==> src/rtl/reg_scoreboard.sv <==
// Issue-side GPR scoreboard: counts writes in flight between D-stage issue
// and W-stage retire, and stalls D while a source still has a pending write.
module reg_scoreboard #(
    parameter int NREG      = 32,
    parameter int AW        = 5,
    parameter int CNT_W     = 2,
    parameter int WB_BYPASS = 1
) (
    input  logic                clk,
    input  logic                reset,
    input  logic                issue_valid,
    input  logic [AW-1:0]       issue_rs,
    input  logic [AW-1:0]       issue_rt,
    input  logic                issue_use_rs,
    input  logic                issue_use_rt,
    input  logic                issue_wen,
    input  logic [AW-1:0]       issue_dst,
    input  logic                wb_valid,
    input  logic [AW-1:0]       wb_a3,
    output logic                stall,
    output logic [NREG-1:0]     busy_mask,
    output logic [AW+CNT_W-1:0] inflight,
    output logic                err_underflow
);

    localparam logic [CNT_W-1:0] CNT_MAX = '1;
    localparam logic [CNT_W-1:0] CNT_ONE = CNT_W'(1);

    logic [CNT_W-1:0]    r_pending [NREG];
    logic [AW+CNT_W-1:0] r_inflight;
    logic                r_err;

    logic [CNT_W-1:0] w_pend_rs;
    logic [CNT_W-1:0] w_pend_rt;
    logic [CNT_W-1:0] w_pend_dst;
    logic [CNT_W-1:0] w_pend_wb;
    logic             w_byp;
    logic             w_rs_haz;
    logic             w_rt_haz;
    logic             w_sat_haz;
    logic             w_accept;
    logic             w_inc;
    logic             w_dec;
    logic             w_underflow;
    logic [CNT_W-1:0] w_pend_nxt [NREG];

    assign w_pend_rs  = r_pending[issue_rs];
    assign w_pend_rt  = r_pending[issue_rt];
    assign w_pend_dst = r_pending[issue_dst];
    assign w_pend_wb  = r_pending[wb_a3];

    // A write retiring this cycle is visible to the reader (write-first RF)
    // only when it is the last outstanding write to that register.
    assign w_byp = (WB_BYPASS != 0) && wb_valid;

    assign w_rs_haz = (issue_rs != '0) && (w_pend_rs != '0)
                   && !(w_byp && (wb_a3 == issue_rs)
                        && (w_pend_rs == CNT_ONE));

    assign w_rt_haz = (issue_rt != '0) && (w_pend_rt != '0)
                   && !(w_byp && (wb_a3 == issue_rt)
                        && (w_pend_rt == CNT_ONE));

    assign w_sat_haz = issue_wen && (issue_dst != '0)
                    && (w_pend_dst == CNT_MAX);

    assign stall = issue_valid
                && ((issue_use_rs && w_rs_haz)
                    || (issue_use_rt && w_rt_haz)
                    || w_sat_haz);

    assign w_accept    = issue_valid && !stall;
    assign w_inc       = w_accept && issue_wen && (issue_dst != '0);
    assign w_dec       = wb_valid && (wb_a3 != '0) && (w_pend_wb != '0);
    assign w_underflow = wb_valid && (wb_a3 != '0) && (w_pend_wb == '0);

    always_comb begin
        w_pend_nxt = r_pending;
        for (int i = 1; i < NREG; i++) begin
            if (w_inc && (issue_dst == AW'(i))
                && !(w_dec && (wb_a3 == AW'(i)))) begin
                w_pend_nxt[i] = r_pending[i] + CNT_ONE;
            end else if (w_dec && (wb_a3 == AW'(i))
                         && !(w_inc && (issue_dst == AW'(i)))) begin
                w_pend_nxt[i] = r_pending[i] - CNT_ONE;
            end
        end
        w_pend_nxt[0] = '0;
    end

    always_ff @(posedge clk or posedge reset) begin
        if (reset) begin
            for (int i = 0; i < NREG; i++) begin
                r_pending[i] <= '0;
            end
            r_inflight <= '0;
            r_err      <= 1'b0;
        end else begin
            r_pending <= w_pend_nxt;
            if (w_inc && !w_dec) begin
                r_inflight <= r_inflight + 1'b1;
            end else if (w_dec && !w_inc) begin
                r_inflight <= r_inflight - 1'b1;
            end
            if (w_underflow) begin
                r_err <= 1'b1;
            end
        end
    end

    always_comb begin
        busy_mask = '0;
        for (int i = 0; i < NREG; i++) begin
            busy_mask[i] = (r_pending[i] != '0);
        end
    end

    assign inflight      = r_inflight;
    assign err_underflow = r_err;

endmodule

==> config.mk <==
export PLATFORM = sky130hd
export DESIGN_NAME = reg_scoreboard
export DESIGN_NICKNAME = d
export VERILOG_FILES = /design/src/rtl/reg_scoreboard.sv
export SDC_FILE = /design/constraint.sdc
export NUM_CORES = 1
export LEC_CHECK = 0
export BUFFER_PORTS_ARGS = -buffer_cell sky130_fd_sc_hd__buf_2
export CAP_MARGIN = 20
export CORE_MARGIN = 3
export CORE_UTILIZATION = 35
export DETAILED_ROUTE_END_ITERATION = 10
export GPL_ROUTABILITY_DRIVEN = 0
export GPL_TIMING_DRIVEN = 1
export PLACE_DENSITY_LB_ADDON = 0.3
export SLEW_MARGIN = 30
export SYNTH_ARGS = -nofsm -noshare
export SYNTH_HDL_FRONTEND = slang
export SYNTH_SLANG_ARGS = --single-unit
==> constraint.sdc <==
create_clock -name clk -period 4.45 [get_ports clk]
set_clock_uncertainty 0.05 [all_clocks]
set_input_delay 0.2225 -clock clk [delete_from_list [all_inputs] [get_ports clk]]
set_output_delay 0.2225 -clock clk [all_outputs]
set_load 0.1 [all_outputs]
Yosys cells after proc, flatten, opt, wreduce, memory -nomap -nowiden
Index checks and enable logic that the tools add are counted.
Word-level totals
  bits in registers: 70
  bits in latches: 0
  bits in writable memories: 0
  memory bits (read-only): 0
  input bits: 27
  memories kept: 0
Cells by class
  add/sub/neg operators: 64
  $mul: 0
  divide/modulo/power cells: 0
  $lt $le $gt $ge: 4
  equal/unequal tests: 67
  shift operators: 0
  muxes and demuxes: 76
  bitwise logic cells: 4
  reductions and logical operators: 285
Operators with widths (number)
  5-bit equality test (second input constant): 32
  1-bit logical AND: 145
  2-bit two-way mux: 70
  2-bit nonzero test: 66
  5-bit by 4-bit equality test with 1-bit output (second input constant): 16
  1-bit logical NOT: 67
  2-bit by 1-bit adder with 2-bit output (second input constant): 31
  2-bit by 1-bit subtractor with 2-bit output (second input constant): 31
  2-bit binary-select mux with 5-bit select: 4
  5-bit by 3-bit equality test with 1-bit output (second input constant): 8
  6-bit greater-or-equal comparator (second input constant): 4
  5-bit NOT with 6-bit output: 4
  5-bit by 2-bit equality test with 1-bit output (second input constant): 4
  5-bit nonzero test: 4
  7-bit two-way mux: 2
  5-bit by 1-bit equality test with 1-bit output (second input constant): 2
  5-bit equality test: 2
  7-bit by 1-bit adder with 7-bit output (second input constant): 1
  7-bit by 1-bit subtractor with 7-bit output (second input constant): 1
  2-bit by 1-bit equality test with 1-bit output (second input constant): 2
  2-bit equality test (second input constant): 1
  2-bit logical NOT: 1
  1-bit logical OR: 2

Longest topological paths before layout
Gate-level depths: netlist of run 1.
  word-level depth: 21
  depth in mapped cells: 21

Least setup slack after synthesis of run 1
No wires, ideal clock.
  kind: input port to flip-flop
  from: input issue_rt[0]
  to: register r_inflight[6], in the netlist inflight[6]
  library setup time: 0.161 ns
  data arrival time: 3.860 ns
  data required time: 4.239 ns
  path slack: 0.379 ns
  stages: 20
  cells stage by stage: clkbuf_1 buf_4 mux4_2 mux2i_1 nand3_1 o211ai_1 o211ai_1 a2111o_1 buf_2 nor3_1 ha_1 inv_1 fa_1 a21o_1 a21oi_1 o21bai_1 a21oi_1 xnor2_1 nor2_1 xor2_1
Between the ends
  word-level cells in the longest chain between the ends: 19
Ends and longest elaborated chain
  from (decl): line 13  | input logic [AW-1:0] issue_rt,
  5-bit NOT with 6-bit output (implied by the code): line 48  | assign w_pend_rt = r_pending[issue_rt];
  2-bit binary-select mux with 5-bit select: line 48
  2-bit two-way mux (implied by the code) (2 in a row): line 48
  2-bit by 1-bit equality test with 1-bit output: line 62  | && (w_pend_rt == CNT_ONE));
  1-bit logical AND: line 62
  1-bit logical NOT: line 61  | && !(w_byp && (wb_a3 == issue_rt)
  1-bit logical AND (*): line 61
  1-bit logical AND (*): line 69  | || (issue_use_rt && w_rt_haz)
  1-bit logical OR (*): line 69
  1-bit logical OR (*): line 70  | || w_sat_haz);
  1-bit logical AND (*): line 68  | && ((issue_use_rs && w_rs_haz)
  1-bit logical NOT (*): line 72  | assign w_accept = issue_valid && !stall;
  1-bit logical AND (*): line 72
  1-bit logical AND (*) (2 in a row): line 73  | assign w_inc = w_accept && issue_wen && (issue_dst != '0);
  1-bit logical NOT: line 102  | end else if (w_dec && !w_inc) begin
  1-bit logical AND: line 102
  2-bit nonzero test (no source line)
  to (signal assigned): line 101  | r_inflight <= r_inflight + 1'b1;
  to (signal assigned): line 103  | r_inflight <= r_inflight - 1'b1;
  to (decl): line 30  | logic [AW+CNT_W-1:0] r_inflight;
Mark *: on every way between the ends. The rest lies on a longest branch, timed or not. The select of a mux whose other input is x is not followed.
A chain may end at the register's enable or synchronous reset.

Final worst setup path of run 1
  from: register r_pending[2] in the netlist's numbering
  to: register r_inflight[6], in the netlist inflight[6]
Between the ends
  word-level cells in the longest chain between the ends: 18
Ends and longest elaborated chain
  from (decl): line 29  | logic [CNT_W-1:0] r_pending [NREG];
  from (signal assigned): line 99  | r_pending <= w_pend_nxt;
  2-bit binary-select mux with 5-bit select, on equally long branches: line 47, 48
  2-bit two-way mux, on equally long branches (2 in a row): line 47, 48
  2-bit by 1-bit equality test with 1-bit output, on equally long branches: line 58, 62
  1-bit logical AND, on equally long branches: line 58, 62
  1-bit logical NOT, on equally long branches: line 57, 61
  1-bit logical AND, on equally long branches: line 57, 61
  1-bit logical AND, on equally long branches: line 68, 69
  1-bit logical OR: line 69
  1-bit logical OR: line 70
  1-bit logical AND: line 68
  1-bit logical NOT: line 72
  1-bit logical AND: line 72
  1-bit logical AND (2 in a row): line 73
  1-bit logical NOT: line 102
  1-bit logical AND: line 102
  2-bit nonzero test (no source line)
Parallel ways exist; a longest one is shown, timed or not. The select of a mux whose other input is x is not followed.

==> results of run 1 <==
==> final cells by class <==
| cell class | instances | share of cell area |
|---|---|---|
| clock buffers | 14 | 0.0376 |
| clock inverters | 1 | 0.000712 |
| inverters | 16 | 0.00855 |
| multi-input cells | 526 | 0.591 |
| flip-flops and latches | 70 | 0.249 |
| well taps | 220 | 0.0392 |
| repair buffers | 91 | 0.0741 |
==> tightest hold or removal path, stage by stage <==
cell and delay (ns):
buf_2 0.14, o21ai_0 0.09, o21bai_1 0.06
==> per-stage QoR <==
stage	power [W]	area [sq um]	hold WS [ns]	worst slack, ns
2_1_floorplan	0.00420	6190	0.324	0.379
3_5_place_dp	0.00492	6750	0.321	0.160
3_3_place_gp	0.00491	6750	0.319	0.207
6_report	0.00560	7030	0.166	0.294
5_1_grt	0.00586	7030	0.186	0.0135
4_1_cts	0.00561	7030	0.150	0.289
==> cells in the final DEF (no fill, tap or decap), drive strengths merged, types with 26 or more instances in the layout <==
master	n
nand2	64
nor2	44
nand3	28
xor2	72
or2	29
mux2i	32
ha	37
mux4	26
xnor2	38
dfrtp	70
buf	90
==> logic make-up after synthesis <==
kind of cell	after synthesis
AND/OR/NAND/NOR	240
AO/OA/AOI/OAI	67
other	1
multiplexers	70
XOR/XNOR	110
buffers and inverters	57
flip-flops	70
adder cells (fa/ha/maj)	38
==> report_power, final <==
| part | switching, W | internal (W) | total (W) |
|---|---|---|---|
| combinational | 0.00249 | 0.000984 | 0.00347 |
| sequential | 0.000537 | 0.000926 | 0.00146 |
| clock | 0.000261 | 0.000404 | 0.000664 |
| total | 0.00329 | 0.00231 | 0.00560 |
==> Yosys cell counts (all sizes together), types with 2 or more instances <==
cell	number
a211oi	4
nor2	44
a21o	2
a211o	2
mux4	26
nand4b	2
nand4	3
ha	37
mux2i	32
nor3b	3
mux2	12
xor2	72
dfrtp	70
a31oi	4
o21bai	3
clkbuf	21
o2111ai	4
and2	9
a21oi	16
o21ai	16
o22ai	3
o211ai	4
nand3	28
xnor2	38
nand2	64
nor4	20
inv	16
nand3b	3
a221oi	2
buf	20
or2	29
nor3	23
nor2b	6
and3	3
o311ai	2
==> final timing paths <==
check | startpoint | slack, ns | to | cells past startpoint
setup / recovery | r_pending[2] | 0.29 | inflight[6] | 16
hold / removal | wb_valid | 0.17 | err_underflow | 3
setup reg to reg | r_pending[2] | 0.29 | inflight[6] | 16
hold reg to reg | err_underflow | 0.43 | err_underflow | 1
max in group asynchronous | reset | 2.88 | r_pending[12] | 4
min in group asynchronous | reset | 0.48 | inflight[6] | 3
==> flip-flops by register name, summed over array words and instances, names as in the netlist <==
signal	count
inflight	7
err_underflow	1
r_pending	62
==> routing by layer <==
layer	vias up	routed length [um]	global-route usage
met4	0	465	0.0623
li1	2431	-	-
met2	260	8680	0.305
met1	2547	8370	0.279
met5	-	0	0
met3	29	1750	0.0500
==> reports/results.ini, run 1 <==
[sta]
rsz0062_at_grt=false
max_freq_mhz=241
period_share=0.934
hold_viol_final=0
min_period_ns=4.16
setup-tns-final_ns=0
finalSetupViolCount=0
final_max_slew_viol_count=0
relSlewSlack=0.527
worst_pin_slew_ns=0.709

[critical_path]
crit_path_max_incr_delay_ns=0.48
arrival_ns=4.33
critical_path_class=reg -> reg
worstPathCellList=or2_2 -> mux4_2 -> mux2_2 -> mux2i_1 -> mux2i_1 -> nand2_1 -> ha_1 -> inv_1 -> fa_1 -> a21o_1 -> a21oi_1 -> o21bai_1 -> a21oi_1 -> xnor2_1 -> nor2_1 -> xor2_1
crit_buf_inv=1
crit_fanout=6
crit_family=multiplexers
end_kind=register
crit_slowest_cell=dfrtp_1
start_kind=register
crit_required_ns=4.62

[detailed_routing]
num_vias=5267
wl_um=19300
first_pass_iters=5
ant_nets=0
initialDrtViolationCount=532
route.detailed.drc=0
avgRoutedWirePerCell_um=20.5
via_per_inst=5.62

[floorplanning]
core_sq_um=16900
dieArea_sq_um=19300
initial_utilization=0.365
num_rows=47
io_pins=68
die_w_um=139
fp.dieH_um=139

[layout]
syn_to_final_growth_pct=13.6
num_antenna_cells=0
final_cells=938
drive_gt1_frac=0.242
num-nets-final=779
final_core_util=0.415
seqCellArea_sq_um=1750
multi_input_area_sq_um=4150
fillers=1693

[pwr]
vdd_drop_max_uv=1010
p_per_area_nw_per_um2=797
p_leak_nw=3.23

[grt]
grt_pass1_wl_um=29900
grt_max_degree=39
grt_overflow_total=0
grt_pass1_vias=5030
grt_use_total=0.200
antenna_found_initial=0

[clock_network]
numCtsBuffers=9
clk_pin_slew_ns=0.05
post-cts-setup-buffer-count=0
clk_latency_ns=0.35
htree_levels=3
clock_sinks=70
cts_root_buf=clkbuf_16
hold_buffers=1
cts.repair.resized=0
cts_tree=done
clockBufferDepth=2

[placement]
port_buffers=66
dpl.cell_count=922
dp_hpwl_um=15000

[yosys]
synthTopCellsByArea=dfrtp_1 (28%), xor2_1 (10%), mux4_2 (9.5%)
synth_cells=653
yosys-mux-area-fraction=0.168
synth_xor_area_frac=0.156
ys_warn_count=0
syn_area_per_cell_sq_um=9.47
synth_top_area_share=0.283
synth_seq_cells=70
yosysUniqueCellTypes=55
ys_async_sr_fraction=1.00
synth_top_family_by_area=simple AND/OR/NAND/NOR gates
yosys.area_share.simple=0.194
synth-seq-area-share=0.283
synth-edff-count=0
synth_compound_area_frac=0.0744
ys.flop_type=dfrtp_1
synth_nets=718
syn-cell-area_sq_um=6190
synthAdderAreaFrac=0.0781
synth_area_leader_cell=dfrtp_1

[hold_path]
hold_class=in -> reg

[run]
drv_cap=0

[outcome]
status=finished, final reports clean

No activity file was read; power rests on OpenSTA's default activity.
==> run 2: changes to the inputs <==
--- a/config.mk
+++ b/config.mk
@@ -12,7 +12,6 @@
 export DETAILED_ROUTE_END_ITERATION = 10
 export GPL_ROUTABILITY_DRIVEN = 0
 export GPL_TIMING_DRIVEN = 1
-export PLACE_DENSITY_LB_ADDON = 0.3
 export SLEW_MARGIN = 30
 export SYNTH_ARGS = -nofsm -noshare
 export SYNTH_HDL_FRONTEND = slang
==> run 2 against run 1 <==
- the flow now finishes with violations (negative hold slack)
- sequential cell count unchanged
- clock-buffer cell count is 1 lower
- fmax up 1.5%
- cell area barely moved
==> reports/results.ini, run 2 (synthesis gave the netlist of run 1 again) <==
[critical_path]
crit_required_ns=4.62  ; about the same
end_kind=register
arrival_ns=4.27  ; -0.06 ns
start_kind=register
critical_path_class=reg -> reg
crit_fanout=6  ; unchanged

[detailed_routing]
avgRoutedWirePerCell_um=20.5  ; about the same
initialDrtViolationCount=532  ; unchanged
route.detailed.drc=0  ; unchanged
via_per_inst=5.60  ; -0.21%
first_pass_iters=5  ; unchanged
num_vias=5228  ; -0.74%
ant_nets=0  ; unchanged
wl_um=19200  ; -0.56%

[clock_network]
clk_pin_slew_ns=0.06  ; about the same
clockBufferDepth=2  ; unchanged
numCtsBuffers=9  ; unchanged
cts_root_buf=clkbuf_16
clk_latency_ns=0.35  ; about the same
htree_levels=3  ; unchanged
cts_tree=done
clock_sinks=70  ; unchanged
post-cts-setup-buffer-count=0  ; unchanged

[grt]
grt_overflow_total=0  ; unchanged
grt_pass1_vias=4951  ; -1.6%
grt_use_total=0.197  ; -0.00251
antenna_found_initial=1  ; +1
grt_max_degree=37  ; -5.1%
grt_pass1_wl_um=29900  ; about the same

[layout]
num_antenna_cells=0  ; unchanged
syn_to_final_growth_pct=13.6  ; about the same
largest_reg_flops=62  ; unchanged
final_cell_mix=xor2_1 (72), dfrtp_1 (70), buf_2 (66), nand2_1 (64), nor2_1 (44)
largest-register=r_pending
final_common_cell=xor2_1
num-nets-final=773  ; -0.77%
drive_gt1_frac=0.244  ; +0.00170

[sta]
setup_slack_ns=0.357  ; +0.0629 ns
final_max_slew_viol_count=0  ; unchanged
worst_pin_slew_ns=0.818  ; +0.109 ns
finalSetupViolCount=0  ; unchanged
min_period_ns=4.09  ; -0.0629 ns
relSlewSlack=0.454  ; -0.0731
setup-tns-final_ns=0  ; unchanged
fin_hold_ws_ns=-0.00935  ; -0.176 ns
period_share=0.920  ; -0.0141
rsz0062_at_grt=false
hold_viol_final=19  ; +19
max_freq_mhz=244  ; +1.5%

[run]
drv_cap=0  ; unchanged

[placement]
dp_hpwl_um=14800  ; -1.9%
pre_cts_ws_ns=0.230  ; +0.0700 ns
port_buffers=66  ; unchanged

[pwr]
p_leak_nw=3.22  ; -0.53%
p_per_area_nw_per_um2=810  ; +1.6%
vdd_drop_max_uv=634  ; -37%

[floorplanning]
io_pins=68  ; unchanged
core_sq_um=16900  ; unchanged
die_w_um=139  ; unchanged
fp.dieH_um=139  ; unchanged
initial_utilization=0.365  ; unchanged
num_rows=47  ; unchanged
dieArea_sq_um=19300  ; unchanged

[outcome]
violations=negative hold slack
status=finished with violations

[hold_path]
hold_class=in -> async

[run 2: cell count changes in the layout (fill, tap and decap cells not counted), sizes merged]
cell / change
bufinv: +1
dlygate4sd3: -1
buf: -5
clkbuf: -1
clkinvlp: +1
[run 2: path summary, 6_finish.rpt]
kind	from	endpoint	slack [ns]	cells after the start
worst max-delay path	r_pending[32]	inflight[6]	0.36	17
worst min-delay path	reset	r_pending[23]	-0.009	2
worst max register to register	r_pending[32]	inflight[6]	0.36	17
worst min register to register	err_underflow	err_underflow	0.44	1
max in group asynchronous	reset	r_pending[43]	3.38	3
min in group clk	wb_valid	err_underflow	0.23	3
[run 2: power breakdown]
part / total, W / internal (W) / switching, W
logic: 0.00343 / 0.000968 / 0.00247
clock network: 0.000746 / 0.000464 / 0.000282
registers: 0.00151 / 0.000925 / 0.000586
total: 0.00569 / 0.00236 / 0.00333
[run 2: through the flow]
| step | hold WS (ns) | area (sq um) | cells | util | power (W) |
|---|---|---|---|---|---|
| 5_1_grt | 0.0542 | 7030 | 933 | 0.415 | 0.00595 |
| 3_5_place_dp | 0.379 | 6720 | 917 | 0.397 | 0.00492 |
| 2_1_floorplan | 0.324 | 6190 | 653 | - | 0.00420 |
| 4_1_cts | 0.00629 | 7020 | 933 | 0.415 | 0.00569 |
| 6_report | -0.00935 | 7030 | 933 | 0.415 | 0.00569 |
| 3_3_place_gp | 0.368 | 6710 | 917 | 0.396 | 0.00491 |
[run 2: layout make-up]
type	instances	area, sq um
multi-input combinational	526	4170
tap	220	275
timing repair buffer	85	473
inverter	16	60.1
sequential	70	1750
fill	1684	9910
clock inverter	3	42.5
clock buffer	13	260
[run 2: critical path: stages (launching register included)]
cell and delay (ns):
dfrtp_1 0.49, mux4_2 0.50, mux2i_1 0.21, o221ai_1 0.16
nand4_1 0.11, o211ai_1 0.14, a2111o_1 0.34, nor3_2 0.17
ha_1 0.23, inv_1 0.14, fa_1 0.41, a21o_1 0.17
a21oi_1 0.21, o21bai_1 0.09, a21oi_1 0.17, xnor2_1 0.13
nor2_1 0.06, xor2_1 0.16
[run 2: repair_timing]
action,CTS,global route
resized for setup,0,2
hold endpoints to repair,0,0
setup endpoints to repair,0,1
hold buffers,0,0
[run 2: per-layer routing]
layer / vias up / wire length, um / global-route usage
met5: - / 13 / 0
met4: 2 / 344 / 0.0536
met3: 30 / 1700 / 0.0486
met2: 236 / 8480 / 0.294
met1: 2534 / 8620 / 0.285
li1: 2426 / - / -
==> run 3: changes to the inputs <==
==> constraint.sdc (replaced) <==
create_clock -name clk -period 4 [get_ports clk]
set_clock_uncertainty 0.05 [all_clocks]
set_input_delay 0.2 -clock clk [delete_from_list [all_inputs] [get_ports clk]]
set_output_delay 0.2 -clock clk [all_outputs]
set_load 0.1 [all_outputs]
==> run 3 against run 2 <==
- largest cell class unchanged
- global-route usage rose by 0.95 points
- power grew 18%
- sequential power increased by 4%
- first-iteration DRC count fell by 9.4%
- worst setup slack got worse by 0.23 ns
- sequential cell count unchanged
- non-clock buffer count up 41
- cell count increased by 4.4%
- the flow now finishes without violations
==> reports/results.ini, run 3 (synthesis gave the netlist of run 1 again) <==
[layout]
syn_to_final_growth_pct=19.8
seqCellArea_sq_um=1760  ; +0.64%
largest-register=r_pending
fillers=1665  ; -1.1%
final_common_cell=xor2_1
num-nets-final=814  ; +5.3%
largest_reg_flops=62  ; unchanged
drive_gt1_frac=0.298  ; +0.0544
num_antenna_cells=0  ; unchanged
final_cell_mix=xor2_1 (72), buf_2 (66), nand2_1 (64), dfrtp_1 (61), buf_4 (58)
multi_input_area_sq_um=4180  ; +0.21%

[pwr]
p_leak_nw=3.43  ; +6.6%
p_seq_frac=0.235  ; -0.030
p_sw_w=0.00378  ; +13%
p_int_w=0.00291  ; +24%
switching_share=0.565  ; -0.0212
p_per_area_nw_per_um2=903  ; +12%
share_comb_of_total_power=0.626  ; +0.023
clkPwrFrac=0.139  ; +0.008
vdd_drop_max_uv=590  ; -6.9%

[sta]
final_max_slew_viol_count=0  ; unchanged
setup_slack_ns=0.131  ; -0.227 ns
finalSetupViolCount=0  ; unchanged
min_period_ns=3.87  ; -0.223 ns
relSlewSlack=0.520  ; +0.0659
fin_hold_ws_ns=0.171  ; +0.181 ns
worst_pin_slew_ns=0.719  ; -0.0987 ns
hold_viol_final=0  ; -19
period_share=0.967  ; +0.0476
max_freq_mhz=258  ; +5.8%
rsz0062_at_grt=false

[critical_path]
crit_path_max_incr_delay_ns=0.48  ; -0.02 ns
crit_end=inflight[6]
crit_top_cell=a21oi_1
r2r_setup_slack_ns=0.13  ; -0.23 ns
crit_required_ns=4.17  ; -0.45 ns
worstPathCellList=mux4_2 -> mux2i_1 -> a21oi_1 -> o21ai_0 -> o211ai_1 -> a2111o_1 -> nor3_2 -> ha_1 -> inv_1 -> fa_2 -> a21o_1 -> a21oi_2 -> o21bai_1 -> a21oi_1 -> xnor2_1 -> nor2_1 -> xor2_1
critical_path_class=reg -> reg
crit_slowest_cell=mux4_2
r2r-end=inflight[6]
crit_fanout=6  ; unchanged
worstSetupStartpoint=r_pending[46]
worst_r2r_path_depth=17  ; unchanged
r2r_start=r_pending[46]
end_kind=register
start_kind=register
arrival_ns=4.04  ; -0.23 ns

[floorplanning]
die_w_um=139  ; unchanged
num_rows=47  ; unchanged
fp.dieH_um=139  ; unchanged
core_sq_um=16900  ; unchanged
io_pins=68  ; unchanged
initial_utilization=0.365  ; unchanged
dieArea_sq_um=19300  ; unchanged

[clock_network]
numCtsBuffers=9  ; unchanged
htree_levels=3  ; unchanged
cts_tree=done
cts_root_buf=clkbuf_16
clk_pin_slew_ns=0.07  ; about the same
clock_sinks=70  ; unchanged
clk_latency_ns=0.35  ; about the same
clockBufferDepth=2  ; unchanged

[detailed_routing]
wl_um=19900  ; +4.0%
first_pass_iters=5  ; unchanged
num_vias=5353  ; +2.4%
route.detailed.drc=0  ; unchanged
via_per_inst=5.50  ; -1.9%
avgRoutedWirePerCell_um=20.5  ; -0.34%
ant_nets=0  ; unchanged
initialDrtViolationCount=482  ; -9.4%

[placement]
dp_hpwl_um=15400  ; +4.2%
port_buffers=66  ; unchanged
pre_cts_ws_ns=-0.0608  ; -0.291 ns

[grt]
grt_max_degree=40  ; +8.1%
grt_use_total=0.207  ; +0.00946
antenna_found_initial=1  ; unchanged
grt_overflow_total=0  ; unchanged
grt_pass1_wl_um=31000  ; +3.6%
grt_pass1_vias=5283  ; +6.7%

[hold_path]
hold_class=in -> reg
min_from=wb_valid

[run]
drv_cap=0  ; unchanged

[outcome]
status=finished, final reports clean

run 3: cell types whose count changed in the layout (fill, tap and decap cells not counted), moves of 2 or more:
cell	before	now
clkbuf_8	2	0
bufinv_16	1	3
buf_4	19	58
dfrtp_1	70	61
dfrtp_2	0	9
run 3: final cells by class:
cell class | instances | share of cell area
sequential | 70 | 0.238
multi-input combinational | 526 | 0.564
clock inverter | 6 | 0.0149
clock buffer | 10 | 0.0309
timing repair buffer | 126 | 0.107
inverter | 16 | 0.00811
tap | 220 | 0.0372
run 3: repair_timing:
action	CTS	global route
resized for setup	1	13
cloned	0	0
pin swaps	0	1
endpoints found under the hold margin	31	0
setup endpoints to repair	1	2
setup buffers	0	3
hold buffers	1	0
run 3: stage by stage:
| step | area [sq um] | utilization | power, W | cells | TNS [ns] |
|---|---|---|---|---|---|
| 2_1_floorplan | 6200 | - | 0.00467 | 653 | 0 |
| 3_3_place_gp | 7000 | 0.413 | 0.00565 | 954 | 0 |
| 3_5_place_dp | 7000 | 0.413 | 0.00567 | 954 | -0.0608 |
| 4_1_cts | 7350 | 0.434 | 0.00662 | 971 | 0 |
| 5_1_grt | 7410 | 0.437 | 0.00699 | 974 | 0 |
| 6_report | 7410 | 0.437 | 0.00669 | 974 | 0 |
run 3: worst min-delay path by stage:
stage / to / slack (ns) / depth (start not counted)
after global routing: err_underflow / 0.22 / 3
after floorplan: err_underflow / 0.30 / 2
after CTS: err_underflow / 0.15 / 3
final: err_underflow / 0.17 / 3
after global placement: r_pending[18] / 0.31 / 2
after detailed placement: r_pending[18] / 0.32 / 2
run 3: power by group through the flow:
| stage | Sequential (W) | Combinational, W | Clock (W) |
|---|---|---|---|
| 3_3_place_gp | 0.00155 | 0.00410 | 0 |
| 2_1_floorplan | 0.00165 | 0.00303 | 0 |
| 3_5_place_dp | 0.00155 | 0.00413 | 0 |
| 4_1_cts | 0.00154 | 0.00414 | 0.000942 |
| 6_report | 0.00157 | 0.00419 | 0.000928 |
| 5_1_grt | 0.00161 | 0.00441 | 0.000969 |
run 3: worst max-delay path: cells and delay by family, from the launching register on:
kind | cells | cell delay, ns
flip-flops | 1 | 0.47
buffers and inverters | 1 | 0.10
XOR/XNOR | 2 | 0.28
multiplexers | 2 | 0.68
adder cells (fa/ha/maj) | 2 | 0.57
AND/OR/NAND/NOR | 2 | 0.22
AO/OA/AOI/OAI | 8 | 1.36
run 3: layer usage:
metal	share of wire	wire length [um]	GRT usage	up-vias
met5	0.00035	7	0	-
met4	0.025	508	0.0716	2
met3	0.096	1910	0.0659	38
met2	0.44	8790	0.304	227
met1	0.44	8720	0.287	2581
li1	-	-	-	2505
